==> src/rtl/a2d_spi_resp_if.sv <==
// SPI pins, channel write port and frame status of the A2D responder.
// The master modport is the far end (SPI master plus channel writer); the slave modport is the responder.
interface a2d_spi_resp_if;
    logic        SS_n;
    logic        SCLK;
    logic        MOSI;
    logic        MISO;
    logic        wr_val;
    logic [2:0]  wr_ch;
    logic [11:0] wr_data;
    logic        frm_done;
    logic        frm_err;
    logic [15:0] last_cmd;

    modport master (
        output SS_n, SCLK, MOSI, wr_val, wr_ch, wr_data,
        input  MISO, frm_done, frm_err, last_cmd
    );

    modport slave (
        input  SS_n, SCLK, MOSI, wr_val, wr_ch, wr_data,
        output MISO, frm_done, frm_err, last_cmd
    );
endinterface

==> src/rtl/a2d_spi_resp.sv <==
// SPI responder emulating the 8-channel 12-bit A2D, one-frame pipelined like the ADC128S.
// Optional feature macro A2D_RESP_AUTOINC_EN: bump the channel just read by INC_STEP per good frame.
module a2d_spi_resp #(
    parameter logic [11:0] RST_VAL  = 12'hC00,
    parameter logic [11:0] INC_STEP = 12'h010
) (
    input  logic           clk,
    input  logic           rst_n,
    a2d_spi_resp_if.slave  bus
);

    typedef enum logic [1:0] {
        IDLE   = 2'd0,
        ACTIVE = 2'd1,
        FINISH = 2'd2
    } state_t;

    state_t      state_q, state_d;
    logic [2:0]  ss_sync_q, sclk_sync_q;
    logic [1:0]  mosi_sync_q;
    logic [15:0] shft_tx_q, shft_tx_d;
    logic [15:0] shft_rx_q, shft_rx_d;
    logic [4:0]  bit_cnt_q, bit_cnt_d;
    logic [2:0]  prev_ch_q, prev_ch_d;
    logic [15:0] last_cmd_q, last_cmd_d;
    logic        miso_q, miso_d;
    logic        frm_done_q, frm_done_d;
    logic        frm_err_q, frm_err_d;
    logic [11:0] ch_q [8];
    logic [11:0] ch_d [8];

    logic ss_fall_s, ss_rise_s, sclk_rise_s, sclk_fall_s;

    // Synchronizers: two flops for metastability, the third only for edge detection.
    always_ff @(posedge clk or negedge rst_n) begin
        if (!rst_n) begin
            ss_sync_q   <= 3'b111;
            sclk_sync_q <= 3'b000;
            mosi_sync_q <= 2'b00;
        end else begin
            ss_sync_q   <= {ss_sync_q[1:0], bus.SS_n};
            sclk_sync_q <= {sclk_sync_q[1:0], bus.SCLK};
            mosi_sync_q <= {mosi_sync_q[0], bus.MOSI};
        end
    end

    assign ss_fall_s   =  ss_sync_q[2]   & ~ss_sync_q[1];
    assign ss_rise_s   = ~ss_sync_q[2]   &  ss_sync_q[1];
    assign sclk_rise_s = ~sclk_sync_q[2] &  sclk_sync_q[1];
    assign sclk_fall_s =  sclk_sync_q[2] & ~sclk_sync_q[1];

    // Frame state machine: next state, shift registers, frame status and MISO.
    always_comb begin
        state_d    = state_q;
        shft_tx_d  = shft_tx_q;
        shft_rx_d  = shft_rx_q;
        bit_cnt_d  = bit_cnt_q;
        prev_ch_d  = prev_ch_q;
        last_cmd_d = last_cmd_q;
        frm_done_d = 1'b0;
        frm_err_d  = 1'b0;
        case (state_q)
            IDLE: begin
                if (ss_fall_s) begin
                    state_d   = ACTIVE;
                    shft_tx_d = {4'h0, ch_q[prev_ch_q]};
                    bit_cnt_d = 5'd0;
                end else begin
                    state_d = IDLE;
                end
            end
            ACTIVE: begin
                if (ss_rise_s) begin
                    state_d = FINISH;
                end else if (sclk_rise_s) begin
                    shft_rx_d = {shft_rx_q[14:0], mosi_sync_q[1]};
                    bit_cnt_d = (bit_cnt_q == 5'd17) ? bit_cnt_q : bit_cnt_q + 5'd1;
                end else if (sclk_fall_s) begin
                    shft_tx_d = {shft_tx_q[14:0], 1'b0};
                end else begin
                    state_d = ACTIVE;
                end
            end
            FINISH: begin
                state_d = IDLE;
                if (bit_cnt_q == 5'd16) begin
                    frm_done_d = 1'b1;
                    last_cmd_d = shft_rx_q;
                    prev_ch_d  = shft_rx_q[13:11];
                end else begin
                    frm_err_d = 1'b1;
                end
            end
            default: begin
                state_d = IDLE;
            end
        endcase
        // MISO is registered from the next-state view so it tracks shft_tx without extra lag.
        if (state_d == ACTIVE) begin
            miso_d = shft_tx_d[15];
        end else begin
            miso_d = 1'b0;
        end
    end

    // Channel register next-state; a host write beats the auto-increment on the same channel.
    always_comb begin
        for (int i = 0; i < 8; i++) begin
            ch_d[i] = ch_q[i];
        end
`ifdef A2D_RESP_AUTOINC_EN
        if ((state_q == FINISH) && (bit_cnt_q == 5'd16)) begin
            ch_d[prev_ch_q] = ch_q[prev_ch_q] + INC_STEP;
        end else begin
            ch_d[prev_ch_q] = ch_q[prev_ch_q];
        end
`endif
        if (bus.wr_val) begin
            ch_d[bus.wr_ch] = bus.wr_data;
        end else begin
            ch_d[bus.wr_ch] = ch_d[bus.wr_ch];
        end
    end

    // State, datapath and registered outputs.
    always_ff @(posedge clk or negedge rst_n) begin
        if (!rst_n) begin
            state_q    <= IDLE;
            shft_tx_q  <= 16'h0000;
            shft_rx_q  <= 16'h0000;
            bit_cnt_q  <= 5'd0;
            prev_ch_q  <= 3'b000;
            last_cmd_q <= 16'h0000;
            miso_q     <= 1'b0;
            frm_done_q <= 1'b0;
            frm_err_q  <= 1'b0;
            for (int i = 0; i < 8; i++) begin
                ch_q[i] <= RST_VAL;
            end
        end else begin
            state_q    <= state_d;
            shft_tx_q  <= shft_tx_d;
            shft_rx_q  <= shft_rx_d;
            bit_cnt_q  <= bit_cnt_d;
            prev_ch_q  <= prev_ch_d;
            last_cmd_q <= last_cmd_d;
            miso_q     <= miso_d;
            frm_done_q <= frm_done_d;
            frm_err_q  <= frm_err_d;
            for (int i = 0; i < 8; i++) begin
                ch_q[i] <= ch_d[i];
            end
        end
    end

    assign bus.MISO     = miso_q;
    assign bus.frm_done = frm_done_q;
    assign bus.frm_err  = frm_err_q;
    assign bus.last_cmd = last_cmd_q;

endmodule

==> src/flat_wrapper.sv <==
// flat-port wrapper written by rule: the top's interface ports become plain ports
module a2d_spi_resp_flat 
#(
    parameter logic [11:0] RST_VAL  = 12'hC00,
    parameter logic [11:0] INC_STEP = 12'h010
)
  (clk, rst_n, bus_SS_n, bus_SCLK, bus_MOSI, bus_wr_val, bus_wr_ch, bus_wr_data, bus_MISO, bus_frm_done, bus_frm_err, bus_last_cmd);
  a2d_spi_resp_if bus_i ();
  input  logic clk;
  input  logic rst_n;
  input wire logic [$bits(bus_i.SS_n)-1:0] bus_SS_n;
  input wire logic [$bits(bus_i.SCLK)-1:0] bus_SCLK;
  input wire logic [$bits(bus_i.MOSI)-1:0] bus_MOSI;
  input wire logic [$bits(bus_i.wr_val)-1:0] bus_wr_val;
  input wire logic [$bits(bus_i.wr_ch)-1:0] bus_wr_ch;
  input wire logic [$bits(bus_i.wr_data)-1:0] bus_wr_data;
  output wire logic [$bits(bus_i.MISO)-1:0] bus_MISO;
  output wire logic [$bits(bus_i.frm_done)-1:0] bus_frm_done;
  output wire logic [$bits(bus_i.frm_err)-1:0] bus_frm_err;
  output wire logic [$bits(bus_i.last_cmd)-1:0] bus_last_cmd;
  assign bus_i.SS_n = bus_SS_n;
  assign bus_i.SCLK = bus_SCLK;
  assign bus_i.MOSI = bus_MOSI;
  assign bus_i.wr_val = bus_wr_val;
  assign bus_i.wr_ch = bus_wr_ch;
  assign bus_i.wr_data = bus_wr_data;
  assign bus_MISO = bus_i.MISO;
  assign bus_frm_done = bus_i.frm_done;
  assign bus_frm_err = bus_i.frm_err;
  assign bus_last_cmd = bus_i.last_cmd;
  a2d_spi_resp #(.RST_VAL(RST_VAL), .INC_STEP(INC_STEP)) u_core (.clk(clk), .rst_n(rst_n), .bus(bus_i));
endmodule
==> config.mk <==
export PLATFORM = sky130hd
export DESIGN_NAME = a2d_spi_resp_flat
export DESIGN_NICKNAME = d
export VERILOG_FILES = /design/src/rtl/a2d_spi_resp_if.sv /design/src/rtl/a2d_spi_resp.sv /design/src/flat_wrapper.sv
export SDC_FILE = /design/constraint.sdc
export NUM_CORES = 1
export LEC_CHECK = 0
export BUFFER_PORTS_ARGS = -buffer_cell sky130_fd_sc_hd__buf_4
export CORE_MARGIN = 3
export CORE_UTILIZATION = 65
export DETAILED_ROUTE_END_ITERATION = 10
export PLACE_DENSITY_LB_ADDON = 0.15
export SYNTH_ARGS = -nofsm -noshare
export SYNTH_HDL_FRONTEND = slang
export SYNTH_SLANG_ARGS = --single-unit
==> constraint.sdc <==
create_clock -name clk -period 4.55 [get_ports clk]
set_input_delay 0.455 -clock clk [delete_from_list [all_inputs] [get_ports clk]]
set_output_delay 0.455 -clock clk [all_outputs]
set_load 0.03 [all_outputs]
After elaboration in Yosys (flattened, before gate mapping) --
Cells that the tools add are included.
Word-level totals: bits in registers 165, bits of input ports 21, output and inout port bits 19, word-level logic and storage cells 85
Operators by class: add/sub/neg operators 1, $lt $le $gt $ge 3, equality and inequality tests 11, muxes and demuxes 31, bitwise operators 11, reductions and logical operators 7
Operators with widths (number):
- $bwmux W96 | 2
- $mux W96 | 1
- $bmux W12 S3 | 2
- $mux W16 | 4
- $mux W12 | 5
- $demux W12 S3 | 1
- $pmux W16 S2 | 1
- $mux W5 | 4
- $eq A5 B5 Y1 const B | 2
- $pmux W5 S2 | 1
- $reduce_and A5 Y1 | 2
- $ge A4 B4 Y1 const B | 2
- $not A3 Y4 | 2
- $mux W1 | 6
- $mux W2 | 3
- $ne A2 B1 Y1 const B | 3
- $ne A2 B2 Y1 const B | 3
- $add A5 B1 Y5 const B | 1
- $not A1 Y1 | 5
- $and A1 B1 Y1 | 4
- $eq A2 B1 Y1 const B | 2
- $lt A4 B1 Y1 const B | 1
- $pmux W2 S2 | 1
- $reduce_and A3 Y1 | 1
- other kinds (5) | 5

Longest topological paths before layout --
Gate-level depths: netlist of the first run.
word-level depth 8, gate-level depth with buffers 8, depth with buffers taken out 6

Least setup slack after synthesis of the first run --
OpenSTA, ideal clock, no wires.
path type register to register, start register, netlist name u_core.bus.last_cmd[11], end register u_core.shft_tx_q[10], setup time 0.126 ns, arrival 1.798 ns, required time 4.424 ns, slack 2.626 ns, cell stages (with the launch flop) 7, buffers on the path 2, clock period less this slack 1.924 ns, cells stage by stage dfrtp_1 > buf_6 > buf_6 > mux4_1 > mux2i_1 > nor2_1 > a221o_1
RTL lines:
- end signal, assigned | line a2d_spi_resp.sv:142 | shft_tx_q <= shft_tx_d;
- end, declared | line a2d_spi_resp.sv:21 | logic [15:0] shft_tx_q, shft_tx_d;

==> results of run 1 <==
## cells by family after synthesis
logic type	Yosys count	synth area share, %
buf+inv	63	5.423
compound gates	177	14.44
fa+ha+maj	3	0.4507
mux	101	17.67
xor+xnor	1	0.1052
flops	162	48.96
simple gates	207	12.96
## worst max path at each step
stage | startpoint | to | slack, ps | cells after the start
floorplan | u_core.bus.last_cmd[11]$_DFFE_PN0P_ | u_core.shft_tx_q[10]$_DFFE_PN0P_ | 2630 | 6
global placement | u_core.bus.last_cmd[11]$_DFFE_PN0P_ | u_core.shft_tx_q[10]$_DFFE_PN0P_ | 2030 | 5
detailed placement | u_core.bus.last_cmd[11]$_DFFE_PN0P_ | u_core.shft_tx_q[2]$_DFFE_PN0P_ | 1950 | 5
CTS | u_core.bus.last_cmd[11]$_DFFE_PN0P_ | u_core.shft_tx_q[2]$_DFFE_PN0P_ | 1870 | 5
global route | u_core.bus.last_cmd[11]$_DFFE_PN0P_ | u_core.shft_tx_q[4]$_DFFE_PN0P_ | 1780 | 5
finish | u_core.bus.last_cmd[11]$_DFFE_PN0P_ | u_core.shft_tx_q[2]$_DFFE_PN0P_ | 1860 | 5
## layout by cell type (no fill, tap or decap), types with 5 or more instances in the layout
cell type	Yosys	final
nand2b_1	7	7
mux2i_1	30	30
nor2_1	30	30
o21ai_0	50	50
nand3b_1	11	11
clkbuf_16	0	17
nor3_1	5	5
dfrtp_1	143	143
nor2b_1	10	10
nand2_1	102	102
mux2_2	42	42
o21ai_1	13	13
nor4_1	7	7
dfstp_2	19	19
inv_1	10	10
buf_4	5	41
mux4_2	14	14
a221o_1	13	13
a21oi_1	39	39
mux4_1	14	14
o31ai_1	25	25
## power by group through the flow
stage / Sequential [uW] / Clock (uW) / Combinational (uW)
3_5_place_dp: 1930 / 0 / 617
2_1_floorplan: 1850 / 0 / 497
5_1_grt: 1950 / 1610 / 698
4_1_cts: 1920 / 1540 / 625
6_report: 1930 / 1530 / 625
3_3_place_gp: 1920 / 0 / 584
## through the flow
step           worst slack, ps  area (sq um)
6_report                  1855          9077
2_1_floorplan             2626          8329
5_1_grt                   1781          9077
4_1_cts                   1871          9077
3_3_place_gp              2034          8448
3_5_place_dp              1951          8448
## per-layer routing
metal / vias up / global-route usage [%] / routed length, um
met5: - / 0 / 0
met4: 0 / 11.95 / 450
met3: 40 / 5.508 / 1233
met2: 250 / 47.30 / 9645
met1: 2988 / 37.50 / 8047
li1: 2654 / - / -
## final cells by class
class                           count  area [sq um]  share of cell area [%]
Clock buffer                       17         425.4                   4.686
Clock inverter                     15         203.9                   2.247
Inverter                           11         41.29                  0.4549
Multi-Input combinational cell    489          3800                   41.86
Sequential cell                   162          4078                   44.92
Tap cell                          168         210.2                   2.316
Timing Repair Buffer               42         319.1                   3.515
## worst max-delay path: stages, from the launching register on
cell,delay (ps)
dfrtp_1,1100
buf_4,350
mux4_1,590
mux2i_1,180
nor2_1,70
a221o_1,280
## cell usage after synthesis (4+ instances only)
master    number  area (sq um)
dfrtp_1      143          3578
nand2_1      102         382.9
o21ai_0       50         250.2
mux2_2        42         473.0
a21oi_1       39         195.2
mux2i_1       30         300.3
nor2_1        30         112.6
o31ai_1       25         187.7
dfstp_2       19         499.2
buf_6         14         157.7
mux4_1        14         367.9
mux4_2        14         315.3
a221o_1       13         130.1
o21ai_1       13         65.06
buf_2         12         60.06
clkbuf_1      11         41.29
nand3b_1      11         82.58
inv_1         10         37.54
nor2b_1       10         62.56
nand2b_1       7         43.79
nor4_1         7         43.79
buf_4          5         37.54
nor3_1         5         25.02
a21o_1         4         30.03
a22o_1         4         35.03
a31oi_1        4         25.02
and2_1         4         25.02
clkbuf_8       4         55.05
nor3b_1        4         30.03
nor4b_1        4         35.03
## flip-flops by register name, summed over array words and instances (netlist names), 2 cells and up
register,cells
u_core.bit_cnt_q,5
u_core.shft_rx_q,16
u_core.shft_tx_q,16
u_core.bus.last_cmd,16
u_core.ss_sync_q,3
u_core.ch_q,96
u_core.mosi_sync_q,2
u_core.state_q,2
u_core.sclk_sync_q,3
==> out/metrics.yaml, run 1 <==
global_route:
  grt_max_degree: 97
  grt_first_pass_wirelength_um: 31910
  grt_overflow_total: 0
  antenna_found_initial: 0
  grt_pass1_vias: 6050
  grt_use_total_pct: 28.68
critical_path:
  worstRegToRegCells: 5
  rrSetupSlack_ps: 1860
  cp-start-kind: "register"
  crit_path_end_kind: "register"
  cp.required_ps: 4850
  worstSetupPathType: "register to register"
  cp_max_fo: 19
  rr_endpoint: "u_core.shft_tx_q[2]$_DFFE_PN0P_"
  reg2reg_from: "u_core.bus.last_cmd[11]$_DFFE_PN0P_"
  crit_arrival_ps: 3000
placed_design:
  gp_congestion: 0.8195
  dp.cells: 872
  port_buffers: 39
  place_hpwl_um: 12050
sta:
  rsz0062_at_grt: "no"
  finalSetupTns_ps: 0
  whs_ps: 115.6
  hold_viol: 0
  max_freq_mhz: 371.1
  drv_slew: 0
  fin_crit_sh_pct: 59.23
  fin_crit_ps: 2695
  skew_ps: 9.913
  max-slew-margin-rel_pct: 22.35
  tightest_slew_ps: 1165
  setup_viol: 0
hold_path:
  hold_class: "input pin to async pin"
detailed_routing:
  vias: 5932
  wire_per_inst_um: 21.43
  wl_um: 19380
  drc: 0
  firstDrtPassIters: 5
  drt_iter0_drc: 503
  ant_nets: 0
  vias_per_cell: 6.562
power:
  pwr-share-clk_pct: 37.5
  internal_power_uw: 2935
  pwr_density_cell_nw_per_um2: 449.3
  power_frac_comb_pct: 15.3
  peakVddDrop_v: 0.0002529
  seqPwrFrac_pct: 47.2
  netSwitchingFraction_pct: 28.03
  p_sw_uw: 1143
  p_leak_uw: 0.003921
  p_total_uw: 4079
synthesis:
  yosys_warnings: 0
  async_flop_share_pct: 100.0
  ys_ff_latch: 162
  syn_area_sq_um: 8329
  synthCells: 714
  synth-seq-area-share_pct: 48.96
  synth_fp_nets: 738
  syn_area_per_cell_sq_um: 11.67
  synth_edf_count: 0
  synth_cell_types: 75
  synth_flop_cell: "dfrtp_1"
floorplanning:
  pin_count: 40
  dieArea_sq_um: 14210
  initial_core_util_pct: 67.93
  dieWidth_um: 119.2
  rows: 40
  design.core.area_sq_um: 12260
  dieHeight_um: 119.2
final_layout:
  area_growth_pct: 8.983
  utilization_pct: 74.03
  fin_cells: 904
  fill_cells: 829
  antenna_cells: 0
  fin_nets: 747
  drive_above_1_share_pct: 23.37
clock_network:
  cts_setup_buffers: 0
  path_clk_slew_ps: 60
  clockBufferDepth: 2
  worstSkewPairLatency_ps: 430
  cts-resized-gates: 0
  htreeDepth: 4
  numCtsBuffers: 17
  cts.sinks: 162
  hold_buffers: 0
  cts_root_buf: "clkbuf_16"
  cts_tree: "yes"
flow_run:
  cap_violations: 0
outcome:
  status: "finished, final reports clean"
No activity file was read; power rests on OpenSTA's default activity.
==> run 2, diff against run 1 <==
CORE_UTILIZATION = 62   (was 65)
clock period = 2.5 ns   (was 4.55 ns; I/O delays follow)
==> run 2 against run 1 <==
Via count rose by 1.5%. Worst setup slack got worse by 1400 ps. Combinational power rose by 86%. Cell count rose by 3.2%. Sequential share of layout area fell by 1.3 points. Worst hold slack got worse by 45 ps. Die area rose by 4.6%. Routed wire length fell by 1.2%. First-iteration DRC count rose by 17%. Clock skew fell by 1.3 ps. Register-to-register slack got worse by 1400 ps. Power rose by 84%. Critical endpoint is now u_core.shft_tx_q[9]$_DFFE_PN0P_. Largest cell class unchanged.
==> out/metrics.yaml, run 2 (synthesis gave the netlist of run 1 again) <==
outcome:
  status: "finished, final reports clean"
final_layout:
  drive_above_1_share_pct: 24.97
  top_register: "u_core.ch_q"
  fin_nets: 772
  final_cell_mix: "dfrtp_1 (143), nand2_1 (102), buf_4 (58), o21ai_0 (50), mux2_2 (42)"
  antenna_cells: 0
  area_growth_pct: 12.21
  final_common_cell: "dfrtp_1"
  fin_cells: 933
  fill_cells: 864
  largest_reg_flops: 96
  utilization_pct: 72.59
global_route:
  grt_use_total_pct: 27.03
  grt_pass1_vias: 5910
  grt_first_pass_wirelength_um: 30840
  grt_use_met1_pct: 36.87
  antenna_found_initial: 0
  globalRouteMet3Util_pct: 6.128
  grt_util_met2_pct: 43.09
  grt_overflow_total: 0
  grt_busiest_layer: "met2"
  grt_max_degree: 72
critical_path:
  cp-startpoint: "u_core.state_q[1]$_DFF_PN0_"
  crit_arrival_ps: 2380
  slowest_stage: "nor3_4"
  cp.required_ps: 2810
  critPathCapture: "u_core.shft_tx_q[9]$_DFFE_PN0P_"
  crit_path_cell_trace: "nand2b_1, nor3_4, nor2_2, a221o_1"
  worstSetupPathType: "register to register"
  cp_max_fo: 17
  reg2reg_from: "u_core.state_q[1]$_DFF_PN0_"
  rr_endpoint: "u_core.shft_tx_q[9]$_DFFE_PN0P_"
  critPathMaxStageDelay_ps: 580
  cp-start-kind: "register"
  worstRegToRegCells: 4
  crit_path_end_kind: "register"
  rrSetupSlack_ps: 440
power:
  pwr-share-clk_pct: 38.1
  internal_power_uw: 5509
  peakVddDrop_v: 0.0006386
  netSwitchingFraction_pct: 26.53
  pwr_density_cell_nw_per_um2: 802.2
  p_sw_uw: 1989
  p_leak_uw: 0.004064
  seqPwrFrac_pct: 46.4
  power_frac_comb_pct: 15.5
clock_network:
  cts.sinks: 162
  worstSkewPairLatency_ps: 430
  hold_buffers: 4
  cts_tree: "yes"
  htreeDepth: 4
  numCtsBuffers: 17
  path_clk_slew_ps: 60
  clockBufferDepth: 2
  cts_root_buf: "clkbuf_16"
  cts_setup_buffers: 0
  cts-resized-gates: 0
sta:
  layout_setup_ws_ps: 436.4
  drv_slew: 0
  setup_viol: 0
  skew_ps: 8.649
  finalSetupTns_ps: 0
  max_freq_mhz: 484.6
  max-slew-margin-rel_pct: 41.35
  rsz0062_at_grt: "no"
  tightest_slew_ps: 876.9
  fin_crit_ps: 2064
  fin_crit_sh_pct: 82.55
  hold_viol: 0
floorplanning:
  design.core.area_sq_um: 12880
  dieWidth_um: 121.9
  dieHeight_um: 121.9
  rows: 41
  pin_count: 40
  initial_core_util_pct: 64.69
  dieArea_sq_um: 14860
placed_design:
  dp_slack_ps: 441.5
  dp.cells: 897
  place_hpwl_um: 12450
  gp_congestion: 0.8733
  port_buffers: 39
detailed_routing:
  drt_iter0_drc: 588
  vias: 6019
  drc: 0
  ant_nets: 0
  wire_per_inst_um: 20.51
  firstDrtPassIters: 5
  vias_per_cell: 6.451
  wl_um: 19130
hold_path:
  hold_class: "input pin to register"
  holdCritStartpoint: "bus_wr_data[9]"
  hold-path-cell-count: 2
flow_run:
  cap_violations: 0
[run 2: per-layer routing]
layer  share of wire (%)  routed length (um)  vias to the layer above
met4                 1.9                 360                        0
met2                  49                9331                      284
li1                    -                   -                     2712
met5                   0                   0                        -
met1                  42                7941                     2988
met3                 7.8                1500                       35
[run 2: power by group through the flow]
| stage | clock network, uW | registers, uW | logic [uW] |
|---|---|---|---|
| 3_5_place_dp | 0 | 3500 | 1150 |
| 6_report | 2860 | 3480 | 1160 |
| 3_3_place_gp | 0 | 3470 | 1100 |
| 5_1_grt | 3000 | 3530 | 1290 |
| 4_1_cts | 2880 | 3460 | 1170 |
| 2_1_floorplan | 0 | 3370 | 905 |
[run 2: worst max-delay path: cells and delay by family, from the launching register on]
| kind | cells | cell delay, ps |
|---|---|---|
| and+or+nand+nor | 3 | 1150 |
| DFF | 1 | 440 |
| AOI/OAI and AO/OA | 1 | 350 |
[run 2: per-stage QoR]
| step | total power [uW] | hold slack, ps | cell area (sq um) |
|---|---|---|---|
| 5_1_grt | 7824 | 60.85 | 9346 |
| 6_report | 7498 | 70.24 | 9346 |
| 4_1_cts | 7507 | 62.30 | 9346 |
| 3_5_place_dp | 4654 | 293.5 | 8661 |
| 2_1_floorplan | 4279 | -45.59 | 8329 |
| 3_3_place_gp | 4573 | 291.0 | 8661 |
[run 2: area by class of cell]
type / instances / area [sq um] / area share (%)
flip-flops and latches: 162 / 4078 / 43.63
multi-input cells: 489 / 3800 / 40.66
repair buffers: 67 / 566.8 / 6.064
clock buffers: 22 / 464.2 / 4.967
well taps: 172 / 215.2 / 2.303
clock inverters: 10 / 181.4 / 1.941
inverters: 11 / 41.29 / 0.4418
[run 2: worst min-delay path by stage]
stage | to | slack, ps
2_1_floorplan | u_core.bit_cnt_q[0]$_DFFE_PN0P_ | -50
3_3_place_gp | u_core.state_q[0]$_DFF_PN0_ | 290
3_5_place_dp | u_core.state_q[0]$_DFF_PN0_ | 290
4_1_cts | u_core.ch_q[9]$_DFFE_PN0P_ | 60
5_1_grt | u_core.ch_q[0]$_DFFE_PN0P_ | 60
6_report | u_core.ch_q[9]$_DFFE_PN0P_ | 70
==> run 3, diff against run 2 <==
clock period = 1.9 ns   (was 2.5 ns; I/O delays follow)
==> run 3 against run 2 <==
Clock power grew 17%. Cell count grew 3.6%. Power is 28% higher. Global-route usage up 2.3 points. Design area up 3.1%. Non-clock buffer count is 34 higher. Worst hold slack worse by 61 ps. Clock skew shrank 1.6 ps. Flip-flop and latch count unchanged. Fmax grew 9.9%. Worst setup slack got worse by 410 ps. Via count grew 3.2%. Largest power group unchanged.
==> out/metrics.yaml, run 3 (synthesis gave the netlist of run 1 again) <==
outcome:
  status: "finished, final reports clean"
hold_path:
  hold_class: "input pin to register"
  hold-path-cell-count: 2
global_route:
  grt_overflow_total: 0
  grt_use_total_pct: 29.34
  grt_first_pass_wirelength_um: 33230
  grt_max_degree: 61
  antenna_found_initial: 0
  grt_pass1_vias: 6411
final_layout:
  area_growth_pct: 15.71
  seqCellArea_sq_um: 4079
  multi_input_area_sq_um: 3824
  top_register: "u_core.ch_q"
  largest_reg_flops: 96
  fill_cells: 856
  final_common_cell: "dfrtp_1"
  fin_nets: 806
  drive_above_1_share_pct: 29.06
  final_cell_mix: "dfrtp_1 (142), nand2_1 (102), buf_4 (85), o21ai_0 (50), mux2_2 (42)"
  antenna_cells: 0
placed_design:
  place_hpwl_um: 13710
  gp_congestion: 0.9012
  port_buffers: 39
  dp_slack_ps: -35.41
sta:
  drv_slew: 0
  layout_setup_ws_ps: 22.88
  setup_viol: 0
  max_freq_mhz: 532.7
  skew_ps: 7.062
  max-slew-margin-rel_pct: 58.33
  whs_ps: 9.287
  fin_crit_sh_pct: 98.80
  fin_crit_ps: 1877
  tightest_slew_ps: 621.7
  hold_viol: 0
floorplanning:
  design.core.area_sq_um: 12880
  dieHeight_um: 121.9
  dieArea_sq_um: 14860
  pin_count: 40
  rows: 41
  dieWidth_um: 121.9
  initial_core_util_pct: 64.69
power:
  peakVddDrop_v: 0.0005244
  pwr_density_cell_nw_per_um2: 997.5
  p_leak_uw: 0.004232
detailed_routing:
  ant_nets: 0
  vias: 6214
  drc: 0
  wire_per_inst_um: 21.22
  firstDrtPassIters: 5
  drt_iter0_drc: 741
  wl_um: 20520
  vias_per_cell: 6.426
critical_path:
  cp-start-kind: "register"
  worstSetupPathType: "register to register"
  cp_max_fo: 12
  worstRegToRegCells: 5
  crit_path_end_kind: "register"
  crit_arrival_ps: 2200
  cp.required_ps: 2220
clock_network:
  clockBufferDepth: 2
  htreeDepth: 4
  cts.sinks: 162
  cts_tree: "yes"
  cts_setup_buffers: 0
  numCtsBuffers: 17
  path_clk_slew_ps: 70
  worstSkewPairLatency_ps: 440
  cts_root_buf: "clkbuf_16"
flow_run:
  cap_violations: 0
## run 3: area by class of cell
cell class | count | share of cell area, %
clock inverters | 14 | 1.558
inverters | 11 | 0.4284
flip-flops and latches | 162 | 42.32
repair buffers | 101 | 9.334
multi-input cells | 489 | 39.67
well taps | 172 | 2.233
clock buffers | 18 | 4.453
## run 3: worst paths after layout
| check | from | to | slack [ps] |
|---|---|---|---|
| worst max-delay path | u_core.bus.last_cmd[11]$_DFFE_PN0P_ | u_core.shft_tx_q[8]$_DFFE_PN0P_ | 20 |
| worst min-delay path | bus_wr_data[9] | u_core.ch_q[57]$_DFFE_PN0P_ | 9 |
| worst max register to register | u_core.bus.last_cmd[11]$_DFFE_PN0P_ | u_core.shft_tx_q[8]$_DFFE_PN0P_ | 20 |
| worst min register to register | u_core.mosi_sync_q[0]$_DFF_PN0_ | u_core.mosi_sync_q[1]$_DFF_PN0_ | 350 |
| max in group asynchronous | rst_n | u_core.ch_q[35]$_DFFE_PN1P_ | 940 |
| min in group asynchronous | rst_n | u_core.ch_q[15]$_DFFE_PN0P_ | 320 |
## run 3: per-stage QoR
step                std cells  total power (uW)  TNS [ps]  utilization (%)  instance area (sq um)
floorplan                 714              5630         0                -                   8330
global placement          930              6113    -16.82            69.78                   8985
detailed placement        930              6236    -35.41            69.78                   8985
CTS                       967              9611         0            74.70                   9618
global route              967             10030   -0.5358            74.85                   9638
finish                    967              9613         0            74.85                   9638
## run 3: metal layers
layer	vias up	share of wire, %	global-route usage, %
met5	-	0	0
met4	0	2.8	12.25
met3	57	6.9	6.685
met2	284	50	48.03
met1	3104	41	38.10
li1	2769	-	-
## run 3: critical path: stages, from the launching register on
cell	delay, ps
dfrtp_2	410
buf_12	170
mux4_1	630
mux2i_4	230
nor2_1	60
a221o_1	250
## run 3: where the power goes
part           total (uW)  switching [uW]  internal [uW]
sequential           4600             505           4100
combinational        1660             833            830
clock                3350            1500           1840
total                9610            2840           6770
## run 3: repair_timing
| item | in CTS | in global routing |
|---|---|---|
| hold endpoints to repair | 50 | 0 |
| cloned | 0 | 0 |
| hold buffers | 5 | 0 |
| endpoints found under the setup margin | 1 | 5 |
| resized for setup | 1 | 6 |
